==> config.mk <==
export PLATFORM = sky130hd
export DESIGN_NAME = decode_stage
export DESIGN_NICKNAME = d
export VERILOG_FILES = /design/src/rtl/decode_stage.sv
export SDC_FILE = /design/constraint.sdc
export NUM_CORES = 2
export LEC_CHECK = 0
export CORE_MARGIN = 4
export CORE_UTILIZATION = 65
export DETAILED_ROUTE_END_ITERATION = 6
export HOLD_SLACK_MARGIN = 0.15
export PLACE_DENSITY = 0.79
export SETUP_SLACK_MARGIN = 0.15
export SYNTH_ARGS = -nofsm -noshare
export SYNTH_HDL_FRONTEND = slang
export SYNTH_SLANG_ARGS = --single-unit
==> constraint.sdc <==
create_clock -name clk -period 5.75 [get_ports clk]
set_clock_uncertainty 0.1 [all_clocks]
set_input_delay 0.575 -clock clk [delete_from_list [all_inputs] [get_ports clk]]
set_output_delay 0.575 -clock clk [all_outputs]
set_load 0.02 [all_outputs]
==> src/rtl/decode_stage.sv <==
// Decode/issue stage: RV32I OP-IMM/LUI decode, register file,
// RAW scoreboard and sticky halt on illegal instructions.
module decode_stage #(
  parameter int NREGS = 32
) (
  input  logic        clk,
  input  logic        rst_n,
  input  logic        in_valid,
  output logic        in_ready,
  input  logic [31:0] instr,
  output logic        out_valid,
  input  logic        out_ready,
  output logic [31:0] src_a,
  output logic [31:0] src_b,
  output logic [2:0]  op,
  output logic [4:0]  rd,
  input  logic        wb_en,
  input  logic [4:0]  wb_rd,
  input  logic [31:0] wb_data,
  output logic        illegal
);

  typedef enum logic {S_RUN, S_HALT} state_t;

  state_t r_state, w_state_nxt;
  logic   w_halted;

  logic [31:0] r_regs [NREGS];
  logic [NREGS-1:0] r_pend, w_pend_nxt;

  logic        r_ov;
  logic [31:0] r_a, r_b;
  logic [2:0]  r_op;
  logic [4:0]  r_rd;

  logic [6:0]  w_opc;
  logic [2:0]  w_f3;
  logic [4:0]  w_rs1, w_rdi;
  logic        w_legal, w_use_rs1, w_lui;
  logic [2:0]  w_op;
  logic        w_fwd, w_hazard, w_acc, w_issue;
  logic [31:0] w_rs1_val, w_a, w_b;

  assign w_opc = instr[6:0];
  assign w_f3  = instr[14:12];
  assign w_rs1 = instr[19:15];
  assign w_rdi = instr[11:7];

  always_comb begin
    w_legal   = 1'b0;
    w_use_rs1 = 1'b0;
    w_lui     = 1'b0;
    w_op      = 3'b000;
    unique case (1'b1)
      (w_opc == 7'b0010011 && w_f3 == 3'b000): begin
        w_legal = 1'b1; w_use_rs1 = 1'b1; w_op = 3'b001;
      end
      (w_opc == 7'b0010011 && w_f3 == 3'b100): begin
        w_legal = 1'b1; w_use_rs1 = 1'b1; w_op = 3'b010;
      end
      (w_opc == 7'b0010011 && w_f3 == 3'b110): begin
        w_legal = 1'b1; w_use_rs1 = 1'b1; w_op = 3'b011;
      end
      (w_opc == 7'b0010011 && w_f3 == 3'b111): begin
        w_legal = 1'b1; w_use_rs1 = 1'b1; w_op = 3'b100;
      end
      (w_opc == 7'b0110111): begin
        w_legal = 1'b1; w_lui = 1'b1;
      end
      default: ;
    endcase
  end

  // A same-cycle writeback both forwards and resolves the hazard
  assign w_fwd = wb_en && (wb_rd == w_rs1);
  assign w_rs1_val = (w_rs1 == 5'd0) ? 32'd0 :
                     w_fwd ? wb_data : r_regs[w_rs1];
  assign w_a = w_lui ? {instr[31:12], 12'b0} : w_rs1_val;
  assign w_b = w_lui ? 32'd0 : {{20{instr[31]}}, instr[31:20]};

  assign w_hazard = w_use_rs1 && r_pend[w_rs1] && !w_fwd;
  assign in_ready = rst_n && !w_halted &&
                    (!r_ov || out_ready) && !w_hazard;
  assign w_acc   = in_valid && in_ready;
  assign w_issue = w_acc && w_legal;

  always_ff @(posedge clk or negedge rst_n) begin
    if (!rst_n) r_state <= S_RUN;
    else        r_state <= w_state_nxt;
  end

  always_comb begin
    w_state_nxt = r_state;
    if (r_state == S_RUN && w_acc && !w_legal)
      w_state_nxt = S_HALT;
  end

  always_comb begin
    w_halted = (r_state == S_HALT);
  end

  always_ff @(posedge clk or negedge rst_n) begin
    if (!rst_n) begin
      for (int i = 0; i < NREGS; i++) r_regs[i] <= '0;
    end else if (wb_en && wb_rd != 5'd0) begin
      r_regs[wb_rd] <= wb_data;
    end
  end

  always_comb begin
    w_pend_nxt = r_pend;
    if (wb_en) w_pend_nxt[wb_rd] = 1'b0;
    if (w_issue && w_rdi != 5'd0) w_pend_nxt[w_rdi] = 1'b1;
    w_pend_nxt[0] = 1'b0;
  end

  always_ff @(posedge clk or negedge rst_n) begin
    if (!rst_n) r_pend <= '0;
    else        r_pend <= w_pend_nxt;
  end

  always_ff @(posedge clk or negedge rst_n) begin
    if (!rst_n) begin
      r_ov <= 1'b0;
      r_a  <= '0;
      r_b  <= '0;
      r_op <= '0;
      r_rd <= '0;
    end else if (w_issue) begin
      r_ov <= 1'b1;
      r_a  <= w_a;
      r_b  <= w_b;
      r_op <= w_op;
      r_rd <= w_rdi;
    end else if (out_ready) begin
      r_ov <= 1'b0;
    end
  end

  assign out_valid = r_ov;
  assign src_a     = r_a;
  assign src_b     = r_b;
  assign op        = r_op;
  assign rd        = r_rd;
  assign illegal   = w_halted;

endmodule
# ---- Word level (Yosys, flattened, before mapping)
# Index checks and enable logic that the tools add are counted.
dict set report classes {
  addsub 0
  reduce_logical 32
  mux 24
  bitwise 6
  div 0
  n_eq_ne 6
  n_lt_le_gt_ge 8
  mul 0
  shifts 0
}
# cell count
set ops {}
lappend ops {{1024-bit bitwise mux} 1}
lappend ops {{32-bit two-way mux} 9}
lappend ops {{32-bit binary-select mux with 5-bit select} 1}
lappend ops {{32-bit demux with 5-bit select} 1}
lappend ops {{32-bit bitwise AND} 1}
lappend ops {{32-bit NOT} 1}
lappend ops {{32-bit bitwise OR} 1}
lappend ops {{1-bit logical AND} 19}
lappend ops {{5-bit by 6-bit less-than comparator with 1-bit output, second input constant} 3}
lappend ops {{6-bit >= comparator, second input constant} 2}
lappend ops {{5-bit NOT with 6-bit output} 2}
lappend ops {{3-bit one-hot mux with 4 select lines} 1}
lappend ops {{1-bit demux with 5-bit select} 2}
lappend ops {{5-bit by 1-bit >= comparator with 1-bit output, second input constant} 2}
lappend ops {{5-bit nonzero test} 2}
lappend ops {{3-bit equality test, second input constant} 3}
lappend ops {{1-bit two-way mux} 8}
lappend ops {{7-bit by 5-bit equality test with 1-bit output, second input constant} 1}
lappend ops {{7-bit by 6-bit equality test with 1-bit output, second input constant} 1}
lappend ops {{6-bit by 1-bit less-than comparator with 1-bit output, second input constant} 1}
lappend ops {{1-bit binary-select mux with 5-bit select} 1}
lappend ops {{5-bit equality test} 1}
lappend ops {{1-bit zero test} 5}
lappend ops {{5-bit zero test} 1}
lappend ops {{other kinds (6)} 6}
dict set report word_totals {
  memories 0
  mem_bits_rw 0
  romBits 0
  latchBits 0
  regBits 1129
}

# ---- Depth between registers and ports, before layout
dict set report logic_depth {
  ltp_word 12
  mapped_depth 11
  mapped_depth_nobuf 6
}

# ---- Worst setup path after synthesis
# Ideal clock, no wire load.
dict set report synth_timing {
  kind {input-to-reg}
  start {input port instr[16]}
  end {register r_a[15], in the netlist src_a[15]}
  stages 10
  setup_slack_ns 3.046
  t_arrival_ns 2.464
  setup_ns 0.139
  cell_sequence {buf_6 > buf_12 > buf_4 > buf_4 > buf_1 > mux4_2 > a22oi_1 > nand2_1 > a2111oi_1 > mux2i_1}
}
dict set report synth_between {
  elab_chain_len 8
  word_cells_on_any_way 19
}
# item line_no
set synth_lines {}
lappend synth_lines {{from (decl)} 10} ;# input logic [31:0] instr,
lappend synth_lines {{parallel branches: the longest is 8 deep, another holds 32-bit binary-select mux with 5-bit select} -}
lappend synth_lines {{to (signal assigned)} 131} ;# r_a <= w_a;
lappend synth_lines {{to (decl)} 32} ;# logic [31:0] r_a, r_b;
# Several ways; the timed one is not identified. The select of a mux whose other input is x is not followed.
# A chain may end at the register's enable or synchronous reset.

# ---- Worst setup path after layout
dict set report layout_timing {
  start {input port instr[2]}
  end {output port in_ready}
}
dict set report layout_between {
  elab_chain_len 8
  word_cells_on_any_way 11
}
# item line_no
set layout_lines {}
lappend layout_lines {{7-bit by 5-bit equality test with 1-bit output *} -}
lappend layout_lines {{1-bit logical AND, on equally long branches} -}
lappend layout_lines {{4-bit OR reduction (no line) *} -}
lappend layout_lines {{1-bit two-way mux *} 54} ;# unique case (1'b1)
lappend layout_lines {{1-bit logical AND * (2 in series)} 81} ;# assign w_hazard = w_use_rs1 && r_pend[w_rs1] && !w_fwd;
lappend layout_lines {{1-bit zero test *} 83} ;# (!r_ov || out_ready) && !w_hazard;
lappend layout_lines {{1-bit logical AND *} 83}
lappend layout_lines {{to (decl)} 9} ;# output logic in_ready,
# Mark *: on every way between the ends. The rest lies on a longest branch, timed or not.

==> results.py <==
metrics = {
    "status": {
        "outcome": "completed",
    },
    "die": {
        "rows": 102,
        "start_util_pct": 66.02,
        "dieArea_um2": 83760,
        "core_area_um2": 77980,
        "die_w_um": 289.4,
        "chipHeight_um": 289.4,
        "io_pins": 149,
    },
    "global_routing": {
        "use_met3_pct": 7.372,
        "grt_use_total_pct": 33.40,
        "grt_antenna_before_repair": 5,
        "grt_pass1_vias": 34010,
        "grt-ovfl-total": 0,
        "gr-max-usage-layer": "met2",
        "grtUsageMet2_pct": 53.48,
        "met1_usage_pct": 44.92,
        "grt_pass1_wl_um": 209900,
        "grt_start_max_net_pins": 172,
    },
    "sta": {
        "rsz0062_at_grt": "no",
        "hold_violations": 0,
        "worst_pin_slew_ns": 1.464,
        "fin_crit_ns": 4.377,
        "fin_ws_ns": 1.373,
        "fin_crit_sh_pct": 76.13,
        "max_freq_mhz": 228.5,
        "drv_slew": 0,
        "tns_ns": 0,
        "finalSetupViolCount": 0,
        "max-slew-margin-rel_pct": 2.147,
        "hold_ws_ns": 0.2788,
    },
    "logic_synthesis": {
        "synthCells": 3609,
        "synth_nets": 3683,
        "synthTopCellsByArea": "dfrtp_1 54%, mux2_2 22%, mux4_2 6.0%",
        "synth_most_common_cell": "dfrtp_1",
        "synth_edf_count": 0,
        "syn_area_um2": 51480,
        "yosys.area.top_type_share_pct": 53.91,
        "async_flop_share_pct": 100.0,
        "yosys.area.top_type": "dfrtp_1",
        "synth_seq_cells": 1109,
        "syn_area_per_cell_um2": 14.26,
        "netlist-cell-type-count": 66,
        "ys.flop_type": "dfrtp_1",
        "yosysSeqAreaShare_pct": 53.91,
        "ys_warn_count": 0,
        "synth_common_cells": "1,109 x dfrtp_1, 1,017 x mux2_2, 301 x mux2i_1",
    },
    "placed_design": {
        "port_buffers": 148,
        "dpl.cell_count": 4472,
        "hpwl_um": 78320,
        "routabilityCongestion": 0.8515,
        "pre_cts_slack_ns": 1.308,
    },
    "clocking": {
        "post_cts_buffers": 0,
        "insertion_delay_ns": 0.67,
        "numCtsBuffers": 113,
        "root_buffer": "clkbuf_16",
        "cts_tree": "built",
        "cts.sinks": 1109,
        "cts_buffer_depth": 3,
        "cts_max_level": 3,
        "clk_pin_slew_ns": 0.06,
    },
    "setup_path": {
        "crit_path_start_kind": "input port",
        "cpMaxStageDelayCell": "clkdlybuf4s50_1",
        "cp.arrival_ns": 3.70,
        "cp-end-kind": "output pin",
        "crit_path_frequent_cell": "clkdlybuf4s50_1",
        "path_delay_family": "simple AND/OR/NAND/NOR gates",
        "path_cells": "clkdlybuf4s50_1 -> nor4b_1 -> nand4_1 -> a21oi_1 -> o2111ai_2 -> and2_1 -> clkdlybuf4s50_1",
        "max_stage_delay_ns": 0.54,
        "path_buf_inv": 2,
        "worstPathMaxFanout": 5,
        "path_class": "input port to output pin",
        "cp.required_ns": 5.08,
    },
    "cells_and_area": {
        "fin_nets": 3622,
        "fillers": 4825,
        "instances_no_fill": 4689,
        "final_layout_size_suffix_gt1_share_pct": 40.24,
        "area_growth_pct": 10.86,
    },
    "flow_run": {
        "max_cap_violations": 0,
    },
    "power": {
        "p_leak_uw": 0.02599,
        "max-vdd-ir-drop_v": 0.0003361,
        "powerDensity_nw_per_um2": 360.0,
    },
    "drt": {
        "vias": 32250,
        "via_per_inst": 6.878,
        "first_pass_iters": 7,
        "drc": 0,
        "ant_nets": 0,
        "first_iter_violations": 3230,
        "wl_um": 138700,
        "wl_per_cell_um": 29.59,
    },
    "worst_hold_path": {
        "hold_class": "flip-flop to flip-flop",
    },
}
-- flip-flops by register name, indices dropped and copies added, names as in the netlist --
signal     count
out_valid      1
r_pend        31
src_b         12
op             3
rd             5
src_a         32
illegal        1
r_regs      1024
-- layout make-up --
| class | count | area, um^2 | share of cell area (%) |
|---|---|---|---|
| Timing Repair Buffer | 223 | 2156 | 3.778 |
| Sequential cell | 1109 | 27750 | 48.63 |
| Clock inverter | 47 | 467.9 | 0.8200 |
| Multi-Input combinational cell | 2052 | 21860 | 38.30 |
| Inverter | 49 | 186.4 | 0.3267 |
| Tap cell | 1040 | 1301 | 2.280 |
| Antenna cell | 6 | 15.01 | 0.02631 |
| Clock buffer | 163 | 3331 | 5.836 |
-- worst register-to-register path, stage by stage (launching register included) --
cell      delay, ns
dfrtp_1        0.38
nor2b_1        0.13
nor3b_1        0.35
nand2_1        0.11
a211oi_1       0.90
and2_4         0.90
buf_4          0.45
mux2i_1        0.25
-- final timing paths --
check                                           endpoint                     start  slack [ns]  cells after the start
worst max-delay path                            in_ready                  instr[2]        1.37                      7
min in group asynchronous        r_regs[462]$_DFFE_PN0P_                     rst_n        0.34                      2
max in group asynchronous           r_pend[29]$_DFF_PN0_                     rst_n        2.01                      5
worst min-delay path            r_regs[1023]$_DFFE_PN0P_  r_regs[1023]$_DFFE_PN0P_        0.28                      0
worst max register to register     src_a[26]$_DFFE_PN0P_     out_valid$_DFFE_PN0P_        2.10                      7
worst min register to register  r_regs[1023]$_DFFE_PN0P_  r_regs[1023]$_DFFE_PN0P_        0.28                      0
-- per-stage QoR --
| stage | power (uW) | utilization (%) | instance area [um^2] |
|---|---|---|---|
| 5_1_grt | 21310 | 73.17 | 57060 |
| 3_5_place_dp | 13170 | 68.28 | 53240 |
| 3_3_place_gp | 12860 | 68.28 | 53240 |
| 2_1_floorplan | 12130 | - | 51480 |
| 6_report | 20540 | 73.19 | 57070 |
| 4_1_cts | 20580 | 73.17 | 57050 |
-- cells in the final DEF (no fill, tap or decap), drive strengths merged, types with 4 or more instances in the layout --
cell and instances:
nand3 66, xor2 5, clkdlybuf4s50 144, a21oi 8
nand2 67, dfrtp 1109, clkinv 30, o211a 11
diode 6, o21ai 44, a2111oi 18, buf 78
nand4 5, clkinvlp 7, a211oi 32, nor3b 9
and3 16, a22oi 88, clkbuf 163, mux2 1018
and2 6, mux2i 301, nor3 23, bufinv 8
or2 4, a221oi 61, nand2b 5, nor2b 9
mux4 137, inv 51, nor2 29, a32o 49
a31oi 5
-- layer usage --
layer,routed length (um),up-vias
li1,-,13190
met1,54840,17120
met3,11690,390
met2,66400,1552
met4,5785,2
met5,13,-
-- report_power, final --
| part | total, uW | switching (uW) | internal [uW] | leakage, uW |
|---|---|---|---|---|
| Combinational | 3180 | 1390 | 1790 | 0.00995 |
| Sequential | 9920 | 732 | 9180 | 0.0142 |
| Clock | 7450 | 3080 | 4370 | 0.00188 |
| Total | 20500 | 5200 | 15300 | 0.0260 |
-- what timing repair did --
action / 4_1_cts / 5_1_grt
hold buffers: 1 / 0
endpoints found under the hold margin: 61 / 0
resized for setup: 0 / 0
-- kinds of logic (layout without fill, tap and decap cells) --
logic type | Yosys count | count (layout) | synth area share [%]
other | 0 | 6 | 0
AND/OR/NAND/NOR | 253 | 253 | 2.518
AO/OA/AOI/OAI | 337 | 337 | 5.243
multiplexers | 1456 | 1456 | 34.12
buffers and inverters | 448 | 482 | 4.112
flip-flops | 1109 | 1109 | 53.91
XOR/XNOR | 6 | 6 | 0.1021
(Power assumes the default switching activity.)
